===== src/rtl/branch_control_unit_pkg.sv =====
// Shared MIPS definitions for the branch control unit: opcode/funct constants,
// FSM state encoding, hazard classes and small helper functions.
package branch_control_unit_pkg;

    localparam logic [5:0] OP_SPECIAL = 6'b000000;
    localparam logic [5:0] OP_REGIMM  = 6'b000001;
    localparam logic [5:0] OP_J       = 6'b000010;
    localparam logic [5:0] OP_JAL     = 6'b000011;
    localparam logic [5:0] OP_BEQ     = 6'b000100;
    localparam logic [5:0] OP_BNE     = 6'b000101;
    localparam logic [5:0] OP_BLEZ    = 6'b000110;
    localparam logic [5:0] OP_BGTZ    = 6'b000111;
    localparam logic [5:0] FN_JR      = 6'b001000;

    localparam logic [15:0] CNT_MAX = 16'hFFFF;

    typedef enum logic {
        ST_RUN  = 1'b0,
        ST_HOLD = 1'b1
    } bcu_state_e;

    // STALL1 covers both the EX-stage ALU producer and the MEM-stage load
    typedef enum logic [1:0] {
        HZ_NONE   = 2'b00,
        HZ_STALL1 = 2'b01,
        HZ_LOAD2  = 2'b10
    } hz_class_e;

    function automatic logic reg_match(input logic regwrite, input logic [4:0] writereg,
                                       input logic [4:0] operand, input logic used);
        return used && regwrite && (writereg != 5'd0) && (writereg == operand);
    endfunction

    function automatic logic [15:0] sat_inc(input logic [15:0] value);
        return (value == CNT_MAX) ? value : (value + 16'd1);
    endfunction

endpackage


===== src/rtl/branch_control_unit_if.sv =====
// Pipeline-side bundle of the branch control unit: decode/hazard inputs,
// pipeline control outputs and the statistics counters.
interface branch_control_unit_if;
    logic [31:0] Instruction;
    logic        IsBranch;
    logic        BranchTaken;
    logic        IDEX_RegWrite;
    logic        IDEX_MemRead;
    logic [4:0]  IDEX_WriteReg;
    logic        EXMEM_RegWrite;
    logic        EXMEM_MemRead;
    logic [4:0]  EXMEM_WriteReg;
    logic        PCWrite;
    logic        IFIDWrite;
    logic        Bubble;
    logic        Flush;
    logic        PCSrc;
    logic [15:0] BranchCount;
    logic [15:0] TakenCount;
    logic [15:0] StallCount;

    modport master (
        output Instruction, IsBranch, BranchTaken,
        output IDEX_RegWrite, IDEX_MemRead, IDEX_WriteReg,
        output EXMEM_RegWrite, EXMEM_MemRead, EXMEM_WriteReg,
        input  PCWrite, IFIDWrite, Bubble, Flush, PCSrc,
        input  BranchCount, TakenCount, StallCount
    );

    modport slave (
        input  Instruction, IsBranch, BranchTaken,
        input  IDEX_RegWrite, IDEX_MemRead, IDEX_WriteReg,
        input  EXMEM_RegWrite, EXMEM_MemRead, EXMEM_WriteReg,
        output PCWrite, IFIDWrite, Bubble, Flush, PCSrc,
        output BranchCount, TakenCount, StallCount
    );
endinterface


===== src/rtl/branch_control_unit_hazard_detect.sv =====
// Combinational operand-usage decode and hazard classification for a branch
// or jump sitting in ID against the producers in EX and MEM.
module branch_hazard_detect
    import branch_control_unit_pkg::*;
(
    input  logic [31:0] instr,
    input  logic        is_branch,
    input  logic        idex_regwrite,
    input  logic        idex_memread,
    input  logic [4:0]  idex_writereg,
    input  logic        exmem_regwrite,
    input  logic        exmem_memread,
    input  logic [4:0]  exmem_writereg,
    output hz_class_e   hz_class
);

    logic [5:0] opcode_s;
    logic [4:0] rs_s;
    logic [4:0] rt_s;
    logic [5:0] funct_s;
    logic       use_rs_s;
    logic       use_rt_s;
    logic       idex_hit_s;
    logic       exmem_hit_s;
    logic       unused_s;

    assign opcode_s = instr[31:26];
    assign rs_s     = instr[25:21];
    assign rt_s     = instr[20:16];
    assign funct_s  = instr[5:0];
    assign unused_s = ^instr[15:6];

    // Which register fields the instruction in ID actually reads; j/jal read none
    always_comb begin
        use_rs_s = 1'b0;
        use_rt_s = 1'b0;
        case (opcode_s)
            OP_BEQ, OP_BNE: begin
                use_rs_s = 1'b1;
                use_rt_s = 1'b1;
            end
            OP_REGIMM, OP_BGTZ, OP_BLEZ: begin
                use_rs_s = 1'b1;
                use_rt_s = 1'b0;
            end
            OP_SPECIAL: begin
                use_rs_s = (funct_s == FN_JR);
                use_rt_s = 1'b0;
            end
            default: begin
                use_rs_s = 1'b0;
                use_rt_s = 1'b0;
            end
        endcase
    end

    assign idex_hit_s  = reg_match(idex_regwrite, idex_writereg, rs_s, use_rs_s)
                       | reg_match(idex_regwrite, idex_writereg, rt_s, use_rt_s);
    assign exmem_hit_s = reg_match(exmem_regwrite, exmem_writereg, rs_s, use_rs_s)
                       | reg_match(exmem_regwrite, exmem_writereg, rt_s, use_rt_s);

    // A load in EX needs two bubbles and therefore outranks the one-bubble cases
    always_comb begin
        hz_class = HZ_NONE;
        if (!is_branch) begin
            hz_class = HZ_NONE;
        end else if (idex_hit_s && idex_memread) begin
            hz_class = HZ_LOAD2;
        end else if ((idex_hit_s && !idex_memread) || (exmem_hit_s && exmem_memread)) begin
            hz_class = HZ_STALL1;
        end else begin
            hz_class = HZ_NONE;
        end
    end

endmodule


===== src/rtl/branch_control_unit.sv =====
// Branch control unit: RUN/HOLD stall FSM driving PC/IF-ID/ID-EX control with
// zero-latency outputs, plus saturating branch/taken/stall statistics counters.
module branch_control_unit
    import branch_control_unit_pkg::*;
(
    input  logic                 Clk,
    input  logic                 Reset,
    branch_control_unit_if.slave bus
);

    bcu_state_e  state_r;
    bcu_state_e  next_state_s;
    hz_class_e   hz_class_s;
    logic        stall_s;
    logic        resolve_s;
    logic        pcwrite_s;
    logic        ifidwrite_s;
    logic        bubble_s;
    logic        flush_s;
    logic        pcsrc_s;
    logic [15:0] branch_cnt_r;
    logic [15:0] taken_cnt_r;
    logic [15:0] stall_cnt_r;

    branch_hazard_detect u_hazard (
        .instr          (bus.Instruction),
        .is_branch      (bus.IsBranch),
        .idex_regwrite  (bus.IDEX_RegWrite),
        .idex_memread   (bus.IDEX_MemRead),
        .idex_writereg  (bus.IDEX_WriteReg),
        .exmem_regwrite (bus.EXMEM_RegWrite),
        .exmem_memread  (bus.EXMEM_MemRead),
        .exmem_writereg (bus.EXMEM_WriteReg),
        .hz_class       (hz_class_s)
    );

    // Next-state and pipeline control; reset gates every output low immediately
    always_comb begin
        next_state_s = ST_RUN;
        stall_s      = 1'b0;
        resolve_s    = 1'b0;
        if (!Reset) begin
            next_state_s = ST_RUN;
        end else begin
            case (state_r)
                ST_RUN: begin
                    if (bus.IsBranch) begin
                        case (hz_class_s)
                            HZ_LOAD2: begin
                                stall_s      = 1'b1;
                                next_state_s = ST_HOLD;
                            end
                            HZ_STALL1: stall_s   = 1'b1;
                            HZ_NONE:   resolve_s = 1'b1;
                            default:   stall_s   = 1'b1;
                        endcase
                    end else begin
                        resolve_s = 1'b0;
                    end
                end
                ST_HOLD: begin
                    stall_s      = 1'b1;
                    next_state_s = ST_RUN;
                end
                default: next_state_s = ST_RUN;
            endcase
        end
    end

    // Stall freezes PC and IF/ID and bubbles ID/EX; resolve redirects when taken
    always_comb begin
        pcwrite_s   = 1'b0;
        ifidwrite_s = 1'b0;
        bubble_s    = 1'b0;
        flush_s     = 1'b0;
        pcsrc_s     = 1'b0;
        if (!Reset) begin
            pcwrite_s = 1'b0;
        end else if (stall_s) begin
            bubble_s = 1'b1;
        end else begin
            pcwrite_s   = 1'b1;
            ifidwrite_s = 1'b1;
            pcsrc_s     = resolve_s && bus.BranchTaken;
            flush_s     = resolve_s && bus.BranchTaken;
        end
    end

    // FSM state register; reset aborts a pending HOLD
    always_ff @(posedge Clk or negedge Reset) begin
        if (!Reset) begin
            state_r <= ST_RUN;
        end else begin
            state_r <= next_state_s;
        end
    end

    // Statistics counters; a stalled branch is counted once, when it resolves
    always_ff @(posedge Clk or negedge Reset) begin
        if (!Reset) begin
            branch_cnt_r <= 16'd0;
            taken_cnt_r  <= 16'd0;
            stall_cnt_r  <= 16'd0;
        end else begin
            if (resolve_s) begin
                branch_cnt_r <= sat_inc(branch_cnt_r);
            end
            if (resolve_s && bus.BranchTaken) begin
                taken_cnt_r <= sat_inc(taken_cnt_r);
            end
            if (stall_s) begin
                stall_cnt_r <= sat_inc(stall_cnt_r);
            end
        end
    end

    assign bus.PCWrite     = pcwrite_s;
    assign bus.IFIDWrite   = ifidwrite_s;
    assign bus.Bubble      = bubble_s;
    assign bus.Flush       = flush_s;
    assign bus.PCSrc       = pcsrc_s;
    assign bus.BranchCount = branch_cnt_r;
    assign bus.TakenCount  = taken_cnt_r;
    assign bus.StallCount  = stall_cnt_r;

endmodule


===== src/flat_wrapper.sv =====
// flat-port wrapper written by rule: the top's interface ports become plain ports
module branch_control_unit_flat import branch_control_unit_pkg::*;
  (Clk, Reset, bus_Instruction, bus_IsBranch, bus_BranchTaken, bus_IDEX_RegWrite, bus_IDEX_MemRead, bus_IDEX_WriteReg, bus_EXMEM_RegWrite, bus_EXMEM_MemRead, bus_EXMEM_WriteReg, bus_PCWrite, bus_IFIDWrite, bus_Bubble, bus_Flush, bus_PCSrc, bus_BranchCount, bus_TakenCount, bus_StallCount);
  branch_control_unit_if bus_i ();
  input  logic Clk;
  input  logic Reset;
  input wire logic [$bits(bus_i.Instruction)-1:0] bus_Instruction;
  input wire logic [$bits(bus_i.IsBranch)-1:0] bus_IsBranch;
  input wire logic [$bits(bus_i.BranchTaken)-1:0] bus_BranchTaken;
  input wire logic [$bits(bus_i.IDEX_RegWrite)-1:0] bus_IDEX_RegWrite;
  input wire logic [$bits(bus_i.IDEX_MemRead)-1:0] bus_IDEX_MemRead;
  input wire logic [$bits(bus_i.IDEX_WriteReg)-1:0] bus_IDEX_WriteReg;
  input wire logic [$bits(bus_i.EXMEM_RegWrite)-1:0] bus_EXMEM_RegWrite;
  input wire logic [$bits(bus_i.EXMEM_MemRead)-1:0] bus_EXMEM_MemRead;
  input wire logic [$bits(bus_i.EXMEM_WriteReg)-1:0] bus_EXMEM_WriteReg;
  output wire logic [$bits(bus_i.PCWrite)-1:0] bus_PCWrite;
  output wire logic [$bits(bus_i.IFIDWrite)-1:0] bus_IFIDWrite;
  output wire logic [$bits(bus_i.Bubble)-1:0] bus_Bubble;
  output wire logic [$bits(bus_i.Flush)-1:0] bus_Flush;
  output wire logic [$bits(bus_i.PCSrc)-1:0] bus_PCSrc;
  output wire logic [$bits(bus_i.BranchCount)-1:0] bus_BranchCount;
  output wire logic [$bits(bus_i.TakenCount)-1:0] bus_TakenCount;
  output wire logic [$bits(bus_i.StallCount)-1:0] bus_StallCount;
  assign bus_i.Instruction = bus_Instruction;
  assign bus_i.IsBranch = bus_IsBranch;
  assign bus_i.BranchTaken = bus_BranchTaken;
  assign bus_i.IDEX_RegWrite = bus_IDEX_RegWrite;
  assign bus_i.IDEX_MemRead = bus_IDEX_MemRead;
  assign bus_i.IDEX_WriteReg = bus_IDEX_WriteReg;
  assign bus_i.EXMEM_RegWrite = bus_EXMEM_RegWrite;
  assign bus_i.EXMEM_MemRead = bus_EXMEM_MemRead;
  assign bus_i.EXMEM_WriteReg = bus_EXMEM_WriteReg;
  assign bus_PCWrite = bus_i.PCWrite;
  assign bus_IFIDWrite = bus_i.IFIDWrite;
  assign bus_Bubble = bus_i.Bubble;
  assign bus_Flush = bus_i.Flush;
  assign bus_PCSrc = bus_i.PCSrc;
  assign bus_BranchCount = bus_i.BranchCount;
  assign bus_TakenCount = bus_i.TakenCount;
  assign bus_StallCount = bus_i.StallCount;
  branch_control_unit u_core (.Clk(Clk), .Reset(Reset), .bus(bus_i));
endmodule

===== config.mk =====
export PLATFORM = sky130hd
export DESIGN_NAME = branch_control_unit_flat
export DESIGN_NICKNAME = d
export VERILOG_FILES = /design/src/rtl/branch_control_unit_pkg.sv /design/src/rtl/branch_control_unit_if.sv /design/src/rtl/branch_control_unit_hazard_detect.sv /design/src/rtl/branch_control_unit.sv /design/src/flat_wrapper.sv
export SDC_FILE = /design/constraint.sdc
export NUM_CORES = 1
export LEC_CHECK = 0
export ABC_AREA = 1
export CAP_MARGIN = 20
export CELL_PAD_IN_SITES_DETAIL_PLACEMENT = 1
export CELL_PAD_IN_SITES_GLOBAL_PLACEMENT = 1
export CORE_MARGIN = 8
export CORE_UTILIZATION = 41
export DETAILED_ROUTE_END_ITERATION = 12
export DONT_BUFFER_PORTS = 1
export PLACE_DENSITY = 0.77
export SLEW_MARGIN = 20
export SYNTH_ARGS = -nofsm -noshare
export SYNTH_HDL_FRONTEND = slang
export SYNTH_SLANG_ARGS = --single-unit

===== constraint.sdc =====
create_clock -name Clk -period 1.5 [get_ports Clk]
set_input_delay 0.3 -clock Clk [delete_from_list [all_inputs] [get_ports Clk]]
set_output_delay 0.3 -clock Clk [all_outputs]
set_load 0.01 [all_outputs]

==> results of run 1 <==
layout make-up:
cell class	instances	area (µm²)	share of cell area (%)
antenna	1	2.50	0.0456
clock buffer	7	96.3	1.76
clock inverter	1	8.76	0.160
inverter	56	265	4.83
multi-input combinational	379	2650	48.3
sequential	49	1240	22.6
tap	108	135	2.46
timing repair buffer	120	1090	19.9
registers in the layout, indices dropped and copies added, names as in the netlist:
register and count:
u_core.bus.TakenCount 16, u_core.bus.StallCount 16, u_core.bus.BranchCount 16, u_core.state_r 1
layer usage:
layer	track usage [%]	share of wire [%]	up-vias
met5	0	0	-
met4	4.59	2.2	0
met3	6.06	6.1	24
met2	36.5	53	128
met1	23.0	39	1981
li1	-	-	1824
worst reg2reg max path, stage by stage, from the launching register on:
cell and delay, ns:
sky130_fd_sc_hd__dfrtp_1 0.42, sky130_fd_sc_hd__buf_4 0.13, sky130_fd_sc_hd__buf_4 0.13, sky130_fd_sc_hd__nand3_1 0.13, sky130_fd_sc_hd__inv_1 0.11, sky130_fd_sc_hd__nand2_1 0.10
sky130_fd_sc_hd__buf_4 0.16, sky130_fd_sc_hd__xnor2_1 0.25, sky130_fd_sc_hd__nand4_1 0.20, sky130_fd_sc_hd__nand2_1 0.09
power groups by stage:
stage	logic, mW	registers, mW	clock network, mW
2_1_floorplan	0.353	1.59	0
3_3_place_gp	0.714	1.51	0
3_5_place_dp	0.760	1.52	0
4_1_cts	0.894	1.53	0.956
5_1_grt	1.17	1.54	0.987
6_report	1.09	1.54	0.934
worst max-delay path by stage:
stage                                         start                                    end
6_report       u_core.bus.TakenCount[1]$_DFFE_PN0P_   u_core.bus.TakenCount[7]$_DFFE_PN0P_
5_1_grt        u_core.bus.TakenCount[1]$_DFFE_PN0P_   u_core.bus.TakenCount[7]$_DFFE_PN0P_
4_1_cts                    u_core.state_r$_DFF_PN0_                              bus_Flush
3_5_place_dp                   bus_IDEX_WriteReg[3]  u_core.bus.TakenCount[11]$_DFFE_PN0P_
3_3_place_gp                   bus_IDEX_WriteReg[3]   u_core.bus.TakenCount[3]$_DFFE_PN0P_
2_1_floorplan  u_core.bus.TakenCount[1]$_DFFE_PN0P_   u_core.bus.TakenCount[2]$_DFFE_PN0P_
cell families after synthesis:
family / Yosys count / share of synthesized area, %
AO/OA/AOI/OAI: 6 / 0.884
flip-flops: 49 / 33.3
AND/OR/NAND/NOR: 321 / 44.3
XOR/XNOR: 48 / 11.4
buffers and inverters: 71 / 9.05
adder cells (fa/ha/maj): 3 / 1.02
placed cells by master (no fill, tap or decap), types with 5 or more instances in the layout:
| cell type | count |
|---|---|
| sky130_fd_sc_hd__nor2_1 | 24 |
| sky130_fd_sc_hd__nor2_4 | 7 |
| sky130_fd_sc_hd__dfrtp_1 | 38 |
| sky130_fd_sc_hd__clkbuf_8 | 7 |
| sky130_fd_sc_hd__buf_4 | 99 |
| sky130_fd_sc_hd__buf_6 | 10 |
| sky130_fd_sc_hd__inv_2 | 8 |
| sky130_fd_sc_hd__nand3_4 | 6 |
| sky130_fd_sc_hd__nor3_1 | 10 |
| sky130_fd_sc_hd__nand3_2 | 23 |
| sky130_fd_sc_hd__xor2_1 | 31 |
| sky130_fd_sc_hd__nand3_1 | 18 |
| sky130_fd_sc_hd__nor2_2 | 5 |
| sky130_fd_sc_hd__inv_1 | 39 |
| sky130_fd_sc_hd__nand4_1 | 29 |
| sky130_fd_sc_hd__dfrtp_2 | 11 |
| sky130_fd_sc_hd__nand2_2 | 54 |
| sky130_fd_sc_hd__nand2_4 | 18 |
| sky130_fd_sc_hd__xnor2_1 | 14 |
| sky130_fd_sc_hd__nand2_1 | 108 |
stage by stage:
| stage | setup TNS (ns) | instances | setup slack [ns] |
|---|---|---|---|
| 6_report | -5.57 | 721 | -0.282 |
| 5_1_grt | -9.64 | 720 | -0.353 |
| 4_1_cts | -2.39 | 703 | -0.157 |
| 3_5_place_dp | -9.17 | 673 | -0.254 |
| 3_3_place_gp | -7.06 | 673 | -0.191 |
| 2_1_floorplan | -1.88 | 498 | -0.138 |
repair_timing:
action | 4_1_cts | 5_1_grt
hold buffers | 2 | 0
pin swaps | 42 | 67
resized for setup | 58 | 100
endpoints found under the setup margin | 29 | 53
setup buffers | 17 | 14
endpoints found under the hold margin | 49 | 0
cloned | 3 | 3
==> summary by stage, run 1 <==
Floorplanning
In this run the count of I/O pins placed on the die edge is 103. The area of the die is 0.0123 mm². The core footprint is 0.00872 mm². Once the floorplan was initialized, standard cells occupied 42.2% of the core. In this run the core area contains 34 standard-cell rows. The die is 111 µm tall. From left edge to right edge, the die measures 111 µm.

Synthesis
In this run the cell area of the synthesized design comes to 0.00368 mm². By instance count, the leading cell after synthesis is sky130_fd_sc_hd__nand2_1. The proportion of netlist area held by the largest area contributor is 33.3%. The number of synthesized register bits is 49.

The number of enable-type register cells in the synthesized netlist is 0. By count the netlist is led by 153 x sky130_fd_sc_hd__nand2_1, 51 x sky130_fd_sc_hd__inv_1, 49 x sky130_fd_sc_hd__dfrtp_1. The distinct cell type count of the synthesized netlist is 32. The Yosys warning count is 0. After synthesis, flip-flops and latches occupy 33.3% of the total area. The library cell occupying the most area in the post-synthesis netlist is sky130_fd_sc_hd__dfrtp_1. The dominant synthesized flop cell is sky130_fd_sc_hd__dfrtp_1. The average instance in the mapped netlist occupies 7.39 µm².

Synthesis produced a netlist whose cell count is 498. The share of synthesized flip-flops with an asynchronous set or reset is 100%. By area the synthesized netlist is led by sky130_fd_sc_hd__dfrtp_1 33%, sky130_fd_sc_hd__nand2_1 16%, sky130_fd_sc_hd__xor2_1 7.6%, sky130_fd_sc_hd__inv_1 5.2%, sky130_fd_sc_hd__nand4_1 4.9%. The total nets after synthesis is 551.

Critical path
Walking the worst path, the cells encountered are buf_4 > buf_4 > nand3_1 > inv_1 > nand2_1 > buf_4 > xnor2_1 > nand4_1 > nand2_1. The buffer and inverter count on the worst path is 4. In this run the critical register-to-register path is launched from u_core.bus.TakenCount[1]$_DFFE_PN0P_.

The sort of element at the start of the critical path is a flop. The kind of cell with the highest combined delay along the critical path is buffers and inverters. The setup slack of the worst register-to-register path is -0.28 ns. In this run the critical register-to-register path is captured at u_core.bus.TakenCount[7]$_DFFE_PN0P_. On the worst path, the slowest cell contributes a delay of 0.42 ns.

The slowest stage of the critical path belongs to the cell sky130_fd_sc_hd__dfrtp_1. The critical path arrival is 2.03 ns. The critical path crosses 9 cells after its start point. The endpoint required time on the critical path is 1.75 ns. The critical setup path kind is reg2reg.

In this design, the critical path's most frequently occurring cell is sky130_fd_sc_hd__buf_4. Along the worst path, the maximum fanout reaches 4. The worst reg2reg path depth is 9. The kind of end point of the critical path is a flop.

Worst hold path
The type of the tightest min-delay check is in2reg. The worst hold path begins at bus_IDEX_MemRead. The sink of the worst hold path is u_core.state_r$_DFF_PN0_. The number of stages on the worst hold path is 2.

Pwr
The net switching component of the power is 1.21 mW. The sequential group share of total power is 43.2%. The worst voltage drop across the vdd grid is 0.000774 V. The power density normalized to cell area is 648 mW/mm².

The internal power is 2.35 mW. The logic gate share of total power is 30.6%. Overall power consumption after layout is estimated at 3.56 mW.

The share of total power consumed by net switching is 33.9%. Summed over all cells, the static leakage comes to 2.67 nW. The share of total power in the clock network is 26.3%.

Timing
Across all hold checks on the routed design, the worst slack comes to 0.111 ns. The max-slew violation count came to 0. Timing would allow up to 561 MHz.

After layout, the worst setup slack is -0.282 ns. The smallest clock period supported by the final layout is computed as 1.78 ns. The worst clock skew is 0.0178 ns.

The final critical path takes up 119% of the cycle. The pin slew with the least headroom to its limit is 0.318 ns. Setup repair after global routing could not meet its margin everywhere. The hold violation count in the final report is 0. In this run the tightest slew margin relative to its limit is 78.6%.

The setup-violating endpoint count in the final report is 53.

Place
During placement, the flow inserted port buffers numbering 0. Routability-driven placement finished with a final weighted congestion of 0.843. The cell area reported after detailed placement is 0.00440 mm².

Summed over all nets, the half-perimeter wirelength after detailed placement is 8700 µm.

Outcome
The checks that failed: setup timing. The flow ran to the end, but the final reports show violations.

Clock tree
Counting along the longest clock path gives a buffer depth of 2. Clock tree synthesis selected as its root buffer the cell sky130_fd_sc_hd__clkbuf_8. The later pin in the worst-skew pair is clocked with a latency of 0.32 ns. For this design, the sink count on the clock tree is 49. The clock transition time at the flip-flop clock pins of the worst setup and hold paths is 0.10 ns. The clock tree from TritonCTS is yes. Buffers inserted during clock tree synthesis total 5. The number of H-tree levels is 2.

Finish
The count of fill cells added during filler insertion is 1029. After routing the design area is 0.00549 mm². The final cell utilization of the core is 62.9%. Compared with the post-synthesis result, the final layout area differs by 49.2%.

The ratio of cells with drive above 1 in the final layout is 47.9%. The number of nets in the finished design is 664.

Routing
For this block, the routed nets add up to 15200 µm of wire. The detail route stage leaves a number of antenna-violating nets equal to 0. In the routed layout, each cell is associated on average with a via count of 5.49.

In the routed design, unresolved DRC markers number 0. The first TritonRoute pass finished after 4 iterations. The routed layout has 3957 vias.

The detail-routed net length per standard cell is 21.1 µm. For this block, the initial DRC count from the detailed router was 156.

Global route
The via count of the first global-routing pass is 4160. For this run, the total global-route usage over all layers was measured as 20.4%. The first-pass GRT wire length is 21100 µm. The initial antenna violation count is 0. Entering global routing, the biggest net connects 50 pins.

The global-route congestion overflow total is 0.

Flow run
Max-cap violations in this run came to 0.
No activity file was read; power rests on OpenSTA's default activity.
==> inputs of run 2 (changes only) <==
- CELL_PAD_IN_SITES_DETAIL_PLACEMENT: 1 -> unset
- CELL_PAD_IN_SITES_GLOBAL_PLACEMENT: 1 -> unset
- CORE_UTILIZATION: 41 -> 45
- PLACE_DENSITY: 0.77 -> 0.61
- TNS_END_PERCENT: unset -> 50
- clock period: 1.5 -> 1.8 ns (I/O delays scaled with it)
==> run 2 against run 1 <==
The flow now finishes without violations. Die area fell by 7.6%. Flip-flop and latch count unchanged. Clock skew down 0.0012 ns. Clock power is 13% lower. Core utilization shrank 9.8 points. Total power shrank 25%. Final cell count decreased by 11%. Register-to-register slack improved by 0.37 ns. Combinational power decreased by 44%. Largest cell class unchanged. Global-route usage down 4.3 points. Via count fell by 17%. Hold slack better by 0.071 ns.
==> summary by stage, run 2 (synthesis results as in run 1) <==
Outcome
The run finished with clean final reports.

Finish
Relative to the synthesized area, the layout overhead comes to 16.3%. The number of diodes added for antenna fixing is 0 (-1). The count of fill cells added during filler insertion came to 809 (-21%). The ratio of cells with drive above 1 in the final layout came to 21.9% (-26 points).

The number of nets in the finished design came to 591 (-11%). Leaving out fill and tap cells, the most frequent cell in the layout is sky130_fd_sc_hd__nand2_1. In the layout the commonest cells are 151 x sky130_fd_sc_hd__nand2_1, 51 x sky130_fd_sc_hd__inv_1, 49 x sky130_fd_sc_hd__dfrtp_1.

Critical path
The signal on the critical path passes through inv_1 > nand4_1 > o211ai_1 > inv_2 > nand2_4 > nand3_4 > nor3b_2 > buf_4. The critical path arrival is 1.39 ns (-0.64 ns). The largest driver fanout on the critical path is 4 (unchanged). The worst stage delay on the critical path was 0.22 ns (-0.20 ns). STA classifies the critical path startpoint as an input pin. The slowest stage of the critical path is the sky130_fd_sc_hd__o211ai_1 cell. The setup slack of the worst register-to-register path is 0.09 ns (+0.37 ns). The worst setup path is captured at an output pin. By startpoint and endpoint, the worst setup path is classified as in2out. The endpoint required time on the critical path is 1.44 ns (-0.31 ns).

Clock tree
The clock transition time at the flip-flop clock pins of the worst setup and hold paths came to 0.09 ns (about the same). The deepest clock path buffer count came to 2 (unchanged). The buffer type at the clock tree root is sky130_fd_sc_hd__clkbuf_8. The clock buffer count from CTS came to 5 (unchanged). TritonCTS built the clock tree.

The clock net sink count is 49 (unchanged). The later-pin clock latency in the skew report is 0.30 ns (-0.02 ns). The number of H-tree levels is 2 (unchanged).

Floorplanning
The die height is 106 µm (-3.9%). The core footprint is 0.00805 mm² (-7.7%). The die width was 106 µm (-3.9%). The number of top-level pins is 103 (unchanged). The number of cell rows came to 33 (-2.9%).

The starting density of the core was 45.7% (+3.5 points). The area of the die is 0.0113 mm² (-7.6%).

Pwr
The power density normalized to cell area is 625 mW/mm² (-3.5%). The worst voltage drop across the vdd grid is 0.000439 V (-43%). The power consumption is 2.68 mW (-25%).

The static leakage is 2.14 nW (-20%).

Place
The HPWL reported at the end of detailed placement is 7090 µm (-18%). The number of input and output port buffers inserted is 0 (unchanged). The weighted congestion at the end of routability-driven global placement came to 0.890 (+5.5%).

The worst setup slack before clock tree synthesis came to 0.0331 ns (+0.287 ns).

Routing
The starting DRC count in detailed routing is 116 (-26%). The overall via count from detail_route is 3293 (-17%). The first-pass iteration count of the detailed router is 4 (unchanged). The detail-routed net length per standard cell is 14.7 µm (-30%). The final wirelength is 9480 µm (-38%). The number of design rule violations left after detail routing is 0 (unchanged).

The vias per cell is 5.11 (-6.8%). The remaining number of nets flagged by the antenna check after routing is 0 (unchanged).

Timing
The setup-violating endpoint count in the final report is 0 (-100%). The max-slew violation count is 0 (unchanged). The highest attainable clock frequency is 572 MHz. Setup repair after global routing could not meet its margin everywhere. The worst clock skew came to 0.0166 ns (-0.00118 ns). The worst slew margin relative to its limit is 75.7% (-2.9 points).

For the finished layout, the period the worst path requires is 1.75 ns. The hold violation count in the final report is 0 (unchanged). The final critical path takes up 97.2% of the cycle. The pin slew with the least headroom to its limit is 0.362 ns (+0.0436 ns).

The worst setup margin is 0.0507 ns (+0.333 ns).

Global route
The global-route congestion overflow total is 0 (unchanged). The via count of the first global-routing pass is 3209 (-23%). The first-pass GRT wire length is 15400 µm (-27%). The maximum number of pins on one net before global-route repair is 50 (unchanged). The initial antenna violation count is 0 (unchanged). The global-route usage over all layers is 16.1% (-4.3 points).

Flow run
The number of violations of the max-capacitance limit is 0 (unchanged).

Worst hold path
The type of the tightest min-delay check is in2reg.
## run 2: timing repair
action,4_1_cts,5_1_grt
hold buffers,2,0
hold endpoints to repair,49,0
resized for setup,0,10
buffers inserted,0,4
setup endpoints to repair,0,20
## run 2: through the flow
step	hold WS [ns]	area, µm²	util, %	std cells	setup TNS, ns
6_report	0.182	4280	53.1	644	0
5_1_grt	0.185	4280	53.1	644	-0.143
2_1_floorplan	0.0644	3680	-	498	0
3_3_place_gp	0.0682	4010	49.8	628	0
4_1_cts	0.170	4160	51.7	638	0
3_5_place_dp	0.0686	4010	49.8	628	0
## run 2: per-layer routing
metal  track usage [%]  vias up  share of wire [%]
met5                 0        -                  0
met4              2.61        0               0.66
met3              4.90        4                8.2
met2              27.7       88                 48
met1              19.6     1528                 43
li1                  -     1673                  -
## run 2: worst max-delay path, delay by kind of cell
family | cells | cell delay (ns)
buf+inv | 3 | 0.31
simple gates | 4 | 0.50
compound gates | 1 | 0.22
## run 2: final cells by class
cell class	instances	area (µm²)	area share (%)
inverter	56	215	5.03
timing repair buffer	47	405	9.47
clock inverter	3	43.8	1.02
multi-input combinational	379	2190	51.1
sequential	49	1230	28.7
tap	105	131	3.07
clock buffer	5	68.8	1.61
## run 2: final timing paths
path	from	to	depth (start not counted)
worst max-delay path	bus_IDEX_WriteReg[3]	bus_Flush	8
worst min-delay path	bus_IDEX_MemRead	u_core.state_r$_DFF_PN0_	2
worst max register to register	u_core.bus.TakenCount[1]$_DFFE_PN0P_	u_core.bus.TakenCount[5]$_DFFE_PN0P_	9
worst min register to register	u_core.state_r$_DFF_PN0_	u_core.state_r$_DFF_PN0_	3
max in group asynchronous	Reset	u_core.bus.TakenCount[13]$_DFFE_PN0P_	2
min in group asynchronous	Reset	u_core.bus.BranchCount[7]$_DFFE_PN0P_	2
## run 2: power breakdown
part / internal [mW] / switching (mW)
Combinational: 0.262 / 0.350
Sequential: 1.17 / 0.0750
Clock: 0.417 / 0.396
